**config.mk**
```make
export PLATFORM = sky130hd
export DESIGN_NAME = mc_alu_sequencer
export DESIGN_NICKNAME = d
export VERILOG_FILES = /design/src/rtl/mc_alu_sequencer.sv
export SDC_FILE = /design/constraint.sdc
export NUM_CORES = 1
export LEC_CHECK = 0
export ABC_CLOCK_PERIOD_IN_PS = 3700
export CAP_MARGIN = 20
export CORE_MARGIN = 4
export CORE_UTILIZATION = 54
export DETAILED_ROUTE_END_ITERATION = 12
export PLACE_DENSITY = 0.89
export RECOVER_POWER = 50
export SLEW_MARGIN = 0
export SYNTH_ARGS = -nofsm -noshare
export SYNTH_HDL_FRONTEND = slang
export SYNTH_SLANG_ARGS = --single-unit
```
**constraint.sdc**
```tcl
create_clock -name clk -period 3.7 [get_ports clk]
set_input_delay 1.11 -clock clk [delete_from_list [all_inputs] [get_ports clk]]
set_output_delay 1.11 -clock clk [all_outputs]
set_load 0.05 [all_outputs]
```
**src/rtl/mc_alu_sequencer.sv**
```systemverilog
// Multi-cycle main control FSM: steps each instruction through
// FETCH/DECODE/EXEC/MEM/WB, drives ALU control, operand selects and
// datapath write enables, and counts retired instructions.
module mc_alu_sequencer #(
  parameter int          CNT_W   = 32,
  parameter logic [5:0]  HALT_OP = 6'h3F
) (
  input  logic             clk,
  input  logic             rst_n,
  input  logic [5:0]       opcode,
  input  logic [5:0]       funct,
  input  logic             zero,
  output logic [3:0]       alu_control,
  output logic [1:0]       alu_src_a,
  output logic [1:0]       alu_src_b,
  output logic             pc_write,
  output logic [1:0]       pc_source,
  output logic             ir_write,
  output logic             mem_read,
  output logic             mem_write,
  output logic             reg_write,
  output logic             reg_dst,
  output logic             mem_to_reg,
  output logic             illegal,
  output logic             halted,
  output logic [2:0]       state,
  output logic [CNT_W-1:0] retired
);

  typedef enum logic [2:0] {
    FETCH  = 3'd0,
    DECODE = 3'd1,
    EXEC   = 3'd2,
    MEM    = 3'd3,
    WB     = 3'd4,
    HALT   = 3'd5
  } state_t;

  state_t cur, nxt;
  logic   retire;

  // R-type funct to ALU code; unsupported functs never reach EXEC.
  function automatic logic [3:0] r_alu(input logic [5:0] f);
    case (f)
      6'h00:        r_alu = 4'b0010;
      6'h20, 6'h21: r_alu = 4'b0000;
      6'h22, 6'h23: r_alu = 4'b0001;
      6'h24:        r_alu = 4'b0100;
      6'h25:        r_alu = 4'b0011;
      6'h26:        r_alu = 4'b0111;
      6'h2A:        r_alu = 4'b0110;
      6'h2B:        r_alu = 4'b0101;
      default:      r_alu = 4'b0000;
    endcase
  endfunction

  function automatic logic r_legal(input logic [5:0] f);
    case (f)
      6'h00, 6'h20, 6'h21, 6'h22, 6'h23,
      6'h24, 6'h25, 6'h26, 6'h2A, 6'h2B: r_legal = 1'b1;
      default:                           r_legal = 1'b0;
    endcase
  endfunction

  // I-arithmetic opcode to ALU code.
  function automatic logic [3:0] i_alu(input logic [5:0] op);
    case (op)
      6'h08, 6'h09: i_alu = 4'b0000;
      6'h0C:        i_alu = 4'b0100;
      6'h0D:        i_alu = 4'b0011;
      6'h0E:        i_alu = 4'b0111;
      6'h0A:        i_alu = 4'b0110;
      6'h0B:        i_alu = 4'b0101;
      default:      i_alu = 4'b0000;
    endcase
  endfunction

  logic is_r, is_iar, is_lw, is_sw, is_beq, is_bne, is_j, is_halt, legal;

  assign is_r    = (opcode == 6'h00);
  assign is_iar  = (opcode >= 6'h08) && (opcode <= 6'h0E) && (opcode != 6'h0F);
  assign is_lw   = (opcode == 6'h23);
  assign is_sw   = (opcode == 6'h2B);
  assign is_beq  = (opcode == 6'h04);
  assign is_bne  = (opcode == 6'h05);
  assign is_j    = (opcode == 6'h02);
  assign is_halt = (opcode == HALT_OP);
  assign legal   = (is_r && r_legal(funct)) || is_iar || is_lw || is_sw ||
                   is_beq || is_bne;

  assign state = cur;

  // State register and retired-instruction counter; reset beats everything.
  always_ff @(posedge clk) begin
    if (!rst_n) begin
      cur     <= FETCH;
      retired <= '0;
    end else begin
      cur <= nxt;
      if (retire) retired <= retired + CNT_W'(1);
    end
  end

  // Next-state and control-output decode; reset forces all enables/selects low.
  always_comb begin
    nxt         = cur;
    retire      = 1'b0;
    alu_control = 4'b0000;
    alu_src_a   = 2'b00;
    alu_src_b   = 2'b00;
    pc_write    = 1'b0;
    pc_source   = 2'b00;
    ir_write    = 1'b0;
    mem_read    = 1'b0;
    mem_write   = 1'b0;
    reg_write   = 1'b0;
    reg_dst     = 1'b0;
    mem_to_reg  = 1'b0;
    illegal     = 1'b0;
    halted      = 1'b0;
    case (cur)
      FETCH: begin
        mem_read  = 1'b1;
        ir_write  = 1'b1;
        pc_write  = 1'b1;
        alu_src_b = 2'b01;
        nxt       = DECODE;
      end
      DECODE: begin
        // Branch target is precomputed into ALUOut here.
        alu_src_b = 2'b11;
        if (is_j) begin
          pc_write  = 1'b1;
          pc_source = 2'b10;
          retire    = 1'b1;
          nxt       = FETCH;
        end else if (is_halt) begin
          nxt = HALT;
        end else if (legal) begin
          nxt = EXEC;
        end else begin
          illegal = 1'b1;
          nxt     = FETCH;
        end
      end
      EXEC: begin
        nxt = FETCH;
        if (is_r) begin
          alu_src_a   = (funct == 6'h00) ? 2'b10 : 2'b01;
          alu_control = r_alu(funct);
          nxt         = WB;
        end else if (is_iar) begin
          alu_src_a   = 2'b01;
          alu_src_b   = 2'b10;
          alu_control = i_alu(opcode);
          nxt         = WB;
        end else if (is_lw || is_sw) begin
          alu_src_a = 2'b01;
          alu_src_b = 2'b10;
          nxt       = MEM;
        end else if (is_beq || is_bne) begin
          alu_src_a   = 2'b01;
          alu_control = 4'b0001;
          pc_source   = 2'b01;
          pc_write    = (is_beq && zero) || (is_bne && !zero);
          retire      = 1'b1;
        end
      end
      MEM: begin
        nxt = FETCH;
        if (is_lw) begin
          mem_read = 1'b1;
          nxt      = WB;
        end else if (is_sw) begin
          mem_write = 1'b1;
          retire    = 1'b1;
        end
      end
      WB: begin
        reg_write  = 1'b1;
        reg_dst    = is_r;
        mem_to_reg = is_lw;
        retire     = 1'b1;
        nxt        = FETCH;
      end
      HALT: begin
        halted = 1'b1;
        nxt    = HALT;
      end
      default: nxt = FETCH;
    endcase
    if (!rst_n) begin
      alu_control = 4'b0000;
      alu_src_a   = 2'b00;
      alu_src_b   = 2'b00;
      pc_write    = 1'b0;
      pc_source   = 2'b00;
      ir_write    = 1'b0;
      mem_read    = 1'b0;
      mem_write   = 1'b0;
      reg_write   = 1'b0;
      reg_dst     = 1'b0;
      mem_to_reg  = 1'b0;
      illegal     = 1'b0;
    end
  end

endmodule

```
==> run metrics, run 1 <==
status complete, but fails checks; failing checks setup timing; count of cell types in the netlist slightly above 50; Slew Limit Fails 0; total track usage 31.1%; worst hold-check path type reg -> reg; area occupied by multi-input gates 1990 sq um; root buffer cell clkbuf_8; CTS Buf Count 5; largest net degree at the start of global routing 59; mean post-synth cell area 7.95 sq um; Core Rows 25; Buffers on Ports 67; dominant cells by area after synthesis dfxtp_1 (26%), mux2i_1 (11%), a211oi_2 (8.3%); clock net sink count 35; setup TNS -0.0514 ns; CP bufs+invs 2; hold_ws ~0.48 ns; CP Capture Type primary output; average wire per standard cell 20.0 um; Max Root-Sink Buffers 2; commonest non-fill, non-tap cell in the layout nand2_1; CTS tree built; post-route insts no fill roughly 500; Die Ht 79.0 um; clk_lat worst skew 0.28 ns; Remaining Overflow, GRT 0; final layout net count 451; first-pass GRT wire length 15.6 mm; Hold Vio Cnt, Final 0; Synth Flop Type dfxtp_1; register area between 700 and 800 sq um; Synthesis Warnings 0; ANT cells 0; H-tree depth 2; total power between 0.8 and 0.9 mW; routed wire length 10.0 mm; Setup-failing EPs final 1; crit-path leading delay family buffers and inverters; worst-path fanout max 7; slowest stage delay, CP 0.40 ns; 1st-pass router iterations 6; period utilization 101%; area delta synth->final 50.4%; Slew Limit Headroom 30.0%; Leak Pwr 1.44 nW; die area approximately 6200 sq um; clock slew at reported path FFs 0.07 ns; Seq cells post-synth 35; Slew @ Worst Pin 1.05 ns; fmax 0.267 GHz; Synth Instances 342; CP Class in -> out; Final ANT Viol Nets 0; Inst Count DP 487; core footprint 4790 sq um; Final WS setup -0.0514 ns; post-synth top area cell dfxtp_1; max-cap violations 0; dpl hpwl between 5 and 6 mm; hold_buf cts 0; crit-path cells dlygate4sd2_1 > nand2b_1 > nor2_1 > a221o_1 > a21oi_2 > nor3_2 > clkbuf_16; top-area cell type share of the netlist area 25.8%; CP Data Required Time between 2 and 3 ns; VDD IR max 0.213 mV; syn_nets 358; gpl congestion 0.847; number of global-route vias before repair 3,198; most frequent cells in the layout nand2_1 (55), clkdlybuf4s50_1 (38), buf_4 (36), dfxtp_1 (35), mux2i_1 (31); Clock Skew 0.00256 ns; DRC violation count after routing 0; post-synthesis sequential area ratio approximately a quarter; fin crit period 3.75 ns; PwrDens about 210 nW/um^2; CP arrival 2.64 ns; cell area after synthesis 2720 sq um; die width a little under 80 um; Initial DRC Count 418; via count 3,266; Initial Utilization 56.8%; Post-synth EDFFs 0; startpoint types input pin; initial antenna violation count 0; asr flop ratio synth 0%; Vias/cell 6.51; num ports 69; final-layout fill cell count 246; layout cells sized above 1 26.9%; CP max stage cell dlygate4sd2_1
-- final cells by class --
type | instances | area share, %
flip-flops and latches | 35 | 17.1
inverters | 11 | 1.01
well taps | 67 | 2.05
clock buffers | 6 | 2.02
repair buffers | 110 | 29.0
multi-input cells | 272 | 48.7
clock inverters | 1 | 0.122
-- per-stage QoR --
stage,instance area [sq um],util [%],setup WS [ns]
floorplan,2740,-,-0.337
global placement,3800,79.5,-0.132
CTS,4040,84.5,-0.00235
global route,4090,85.5,-0.130
finish,4090,85.5,-0.0514
detailed placement,3800,79.5,-0.170
-- worst register-to-register path, cell delays in order, from the launching register on --
cell and delay [ns]:
dfxtp_1 0.42, ha_1 0.21, and3_1 0.19, nand3_1 0.72, or3_1 0.67, o211a_1 0.16
nor3_1 0.18
-- cells by family after synthesis --
| family | synth area share, % |
|---|---|
| AOI/OAI and AO/OA | 21.7 |
| xor gates and xnor gates | 0.644 |
| adders and majority gates | 0.460 |
| buffers and inverters | 6.30 |
| DFF | 25.8 |
| muxes | 11.4 |
| other | 0.138 |
| and+or+nand+nor | 33.6 |
-- where the power goes --
part	internal, mW	switching [mW]	leakage, nW	total, mW
Clock	0.146	0.136	0.0470	0.282
Combinational	0.0820	0.113	1.11	0.195
Sequential	0.378	0.00520	0.282	0.383
Total	0.606	0.253	1.44	0.859
-- path summary, 6_finish.rpt --
path | start | end | slack (ns) | depth (start not counted)
worst max-delay path | funct[1] | alu_control[1] | -0.05 | 7
worst min-delay path | retired[31] | retired[31] | 0.48 | 2
worst max register to register | retired[0] | retired[6] | 1.09 | 6
worst min register to register | retired[31] | retired[31] | 0.48 | 2
-- layer usage --
| metal | global-route usage, % | share of wire, % | up-vias |
|---|---|---|---|
| met5 | 0 | 0 | - |
| met4 | 9.45 | 3.0 | 0 |
| met3 | 5.22 | 8.3 | 39 |
| met2 | 56.2 | 52 | 242 |
| met1 | 37.3 | 36 | 1568 |
| li1 | - | - | 1417 |
-- repair_timing --
item | CTS | global route
buffers inserted | 6 | 2
gates resized for setup | 36 | 12
pin swaps | 11 | 6
hold endpoints to repair | 0 | 0
endpoints found under the setup margin | 12 | 4
-- Yosys cell counts, types with 4 or more instances --
cell type	instances
nand2_1	57
dfxtp_1	35
nand2b_1	32
mux2i_1	31
nor2_1	22
a211oi_2	18
nand3_1	14
clkbuf_1	13
nand4_1	13
inv_1	11
nor3_1	8
a2111oi_2	6
a21oi_1	6
and3_1	6
o21ai_0	6
buf_4	4
nor3b_1	4
-- sequential cells by signal, indices dropped and copies added, names as in the netlist --
signal   count
retired     32
state        3
Note: power is estimated with default switching activity, not from simulation.
==> run 2, diff against run 1 <==
ABC_CLOCK_PERIOD_IN_PS = 3970   (was 3700)
CORE_UTILIZATION = 50   (was 54)
HOLD_SLACK_MARGIN = 0.06   (was not set)
PLACE_DENSITY = 0.83   (was 0.89)
clock period = 3.97 ns   (was 3.7 ns; I/O delays follow)
==> run 2 against run 1 <==
  * Sequential cell count is the same
  * Critical path depth is the same
  * Combinational power shrank 11%
  * Critical endpoint is now illegal
  * Clock skew grew 0.0060 ns
  * Clock power shrank 8.2%
  * Highest routed layer unchanged
  * The flow now finishes without violations
==> run metrics, run 2 (synthesized netlist as in run 1, its figures left out) <==
Hold Vio Cnt, Final 0 (unchanged); first-pass GRT wire length 12.6 mm (-19%); die area 6680 sq um (+7.2%); CTS tree built; Critical Path Source opcode[3]; Int Pwr 0.547 mW (-9.7%); Largest Register retired; via count 2,998 (-8.2%); dpl hpwl 5.45 mm (-4.1%); CP arrival 2.76 ns (+0.12 ns); fin crit period 3.95 ns; worst hold path endpoint retired[31]; initial antenna violation count 0 (unchanged); Clock Skew 0.00853 ns (+0.00597 ns); Worst R2R End retired[6]; core footprint 5200 sq um (+8.8%); Slew Limit Headroom 37.5% (+7.5 points); 1st-pass router iterations 5 (-1); worst-path fanout max 10 (+3); hold_ws 0.480 ns (+0.00424 ns); most frequent cells in the layout nand2_1 (56), clkdlybuf4s50_1 (40), dfxtp_1 (35), mux2i_1 (31), nand2b_1 (29); sequential power share 45.2% (+0.6 points); max reg flops 32 (unchanged); average wire per standard cell 16.9 um (-16%); max-cap violations 0 (unchanged); CTS Buf Count 5 (unchanged); gpl congestion 0.886 (+4.6%); Core Rows 26 (+4.0%); CP Capture Type primary output; Initial Utilization 52.3% (-4.6 points); startpoint types input pin; Setup-failing EPs final 0 (-1); Leak Pwr 1.44 nW (about the same); Worst Hold Depth 2 (unchanged); clock group share of total power 32.9% (about the same); PwrDens 195 nW/um^2 (-7.0%); area delta synth->final 48.4%; ANT cells 0 (unchanged); H-tree depth 2 (unchanged); Initial DRC Count 251 (-40%); Buffers on Ports 67 (unchanged); NetSw 0.242 mW (-4.7%); number of global-route vias before repair 2,786 (-13%); die width 81.8 um (+3.5%); Placed Instance Area 3710 sq um (-2.3%); Reg2Reg Depth 6 (unchanged); Slew @ Worst Pin 0.934 ns (-0.113 ns); CP Data Required Time 2.78 ns (+0.19 ns); VDD IR max 0.232 mV (+8.7%); largest net degree at the start of global routing 62 (+5.1%); total track usage 23.7% (-7.4 points); clock net sink count 35 (unchanged); worst hold-check path type reg -> reg; Hold Startpoint retired[31]; Max Root-Sink Buffers 2 (unchanged); fmax 0.253 GHz; reg2reg start retired[1]; num ports 69 (unchanged); R2R Setup Slk 1.58 ns (+0.49 ns); CP Class in -> out; commonest non-fill, non-tap cell in the layout nand2_1; period utilization 99.4%; post-route cell area 4040 sq um (-1.3%); clk_lat worst skew 0.30 ns (+0.02 ns); Combinational Power Share 21.9% (-0.8 points); Final ANT Viol Nets 0 (unchanged); clock slew at reported path FFs 0.07 ns (about the same); layout cells sized above 1 26.3% (-0.61 points); hold_buf cts 0 (unchanged); routed wire length 8.38 mm (-17%); DRC violation count after routing 0 (unchanged); final layout net count 441 (-2.2%); root buffer cell clkbuf_8; Die Ht 81.8 um (+3.5%); Vias/cell 6.04 (-7.1%); Remaining Overflow, GRT 0 (unchanged); status finished, final reports clean; Sw Ratio 30.6% (+1.1 points); Slew Limit Fails 0 (unchanged)
run 2: cell count changes in the layout (fill, tap and decap cells not counted), moves of 2 or more:
| cell | before | now |
|---|---|---|
| clkinv_2 | 1 | 3 |
| buf_12 | 17 | 15 |
| dlymetal6s2s_1 | 1 | 9 |
| nor3_2 | 2 | 5 |
| nor3_1 | 5 | 3 |
| a21oi_2 | 3 | 1 |
| dlygate4sd2_1 | 9 | 0 |
| clkdlybuf4s50_1 | 38 | 40 |
| a21oi_1 | 3 | 5 |
| buf_4 | 36 | 28 |
run 2: power by group through the flow:
stage / Sequential [mW] / Combinational (mW) / Clock (mW)
floorplan: 0.366 / 0.0805 / 0
global placement: 0.364 / 0.146 / 0
detailed placement: 0.364 / 0.150 / 0
CTS: 0.356 / 0.154 / 0.261
global route: 0.357 / 0.183 / 0.283
finish: 0.356 / 0.173 / 0.259
run 2: cell type report:
| class | instances | area, sq um |
|---|---|---|
| inverter | 11 | 41.3 |
| timing repair buffer | 100 | 1110 |
| clock buffer | 5 | 68.8 |
| fill | 332 | 1170 |
| multi-input combinational | 272 | 2010 |
| sequential | 35 | 701 |
| clock inverter | 3 | 15.0 |
| tap | 70 | 87.6 |
run 2: repair_timing:
action | CTS | global route
setup buffers | 0 | 6
endpoints found under the setup margin | 8 | 11
gates resized for setup | 12 | 31
pin swaps | 1 | 6
cloned | 0 | 1
endpoints found under the hold margin | 0 | 0
run 2: metal layers:
layer | vias to the layer above | wire length, um | part of all wire (%) | global-route usage, %
li1 | 1399 | - | - | -
met1 | 1452 | 3460 | 41 | 30.9
met2 | 122 | 4250 | 51 | 39.5
met3 | 25 | 493 | 5.9 | 3.73
met4 | 0 | 181 | 2.2 | 8.31
met5 | - | 0 | 0 | 0
run 2: worst max-delay path: stages:
cell and delay [ns]:
clkdlybuf4s50_1 0.44, buf_6 0.16, nor2_2 0.18, nand3_2 0.18, and3b_2 0.27, and3_4 0.20
buf_12 0.14
run 2: per-stage QoR:
stage | util, % | std cells | setup slack (ns) | power [mW] | TNS, ns
detailed placement | 71.3 | 481 | -0.0937 | 0.514 | -0.419
global placement | 71.3 | 481 | -0.0617 | 0.510 | -0.105
CTS | 74.1 | 489 | -0.0318 | 0.771 | -0.0495
floorplan | - | 342 | -0.229 | 0.446 | -0.833
global route | 77.5 | 496 | -0.0391 | 0.823 | -0.139
finish | 77.5 | 496 | 0.0240 | 0.789 | 0
run 2: how the worst max path moves through the flow:
stage	endpoint	slack (ns)
3_5_place_dp	alu_control[1]	-0.09
5_1_grt	pc_source[1]	-0.04
2_1_floorplan	alu_control[0]	-0.23
3_3_place_gp	alu_src_a[0]	-0.06
4_1_cts	illegal	-0.03
6_report	illegal	0.02
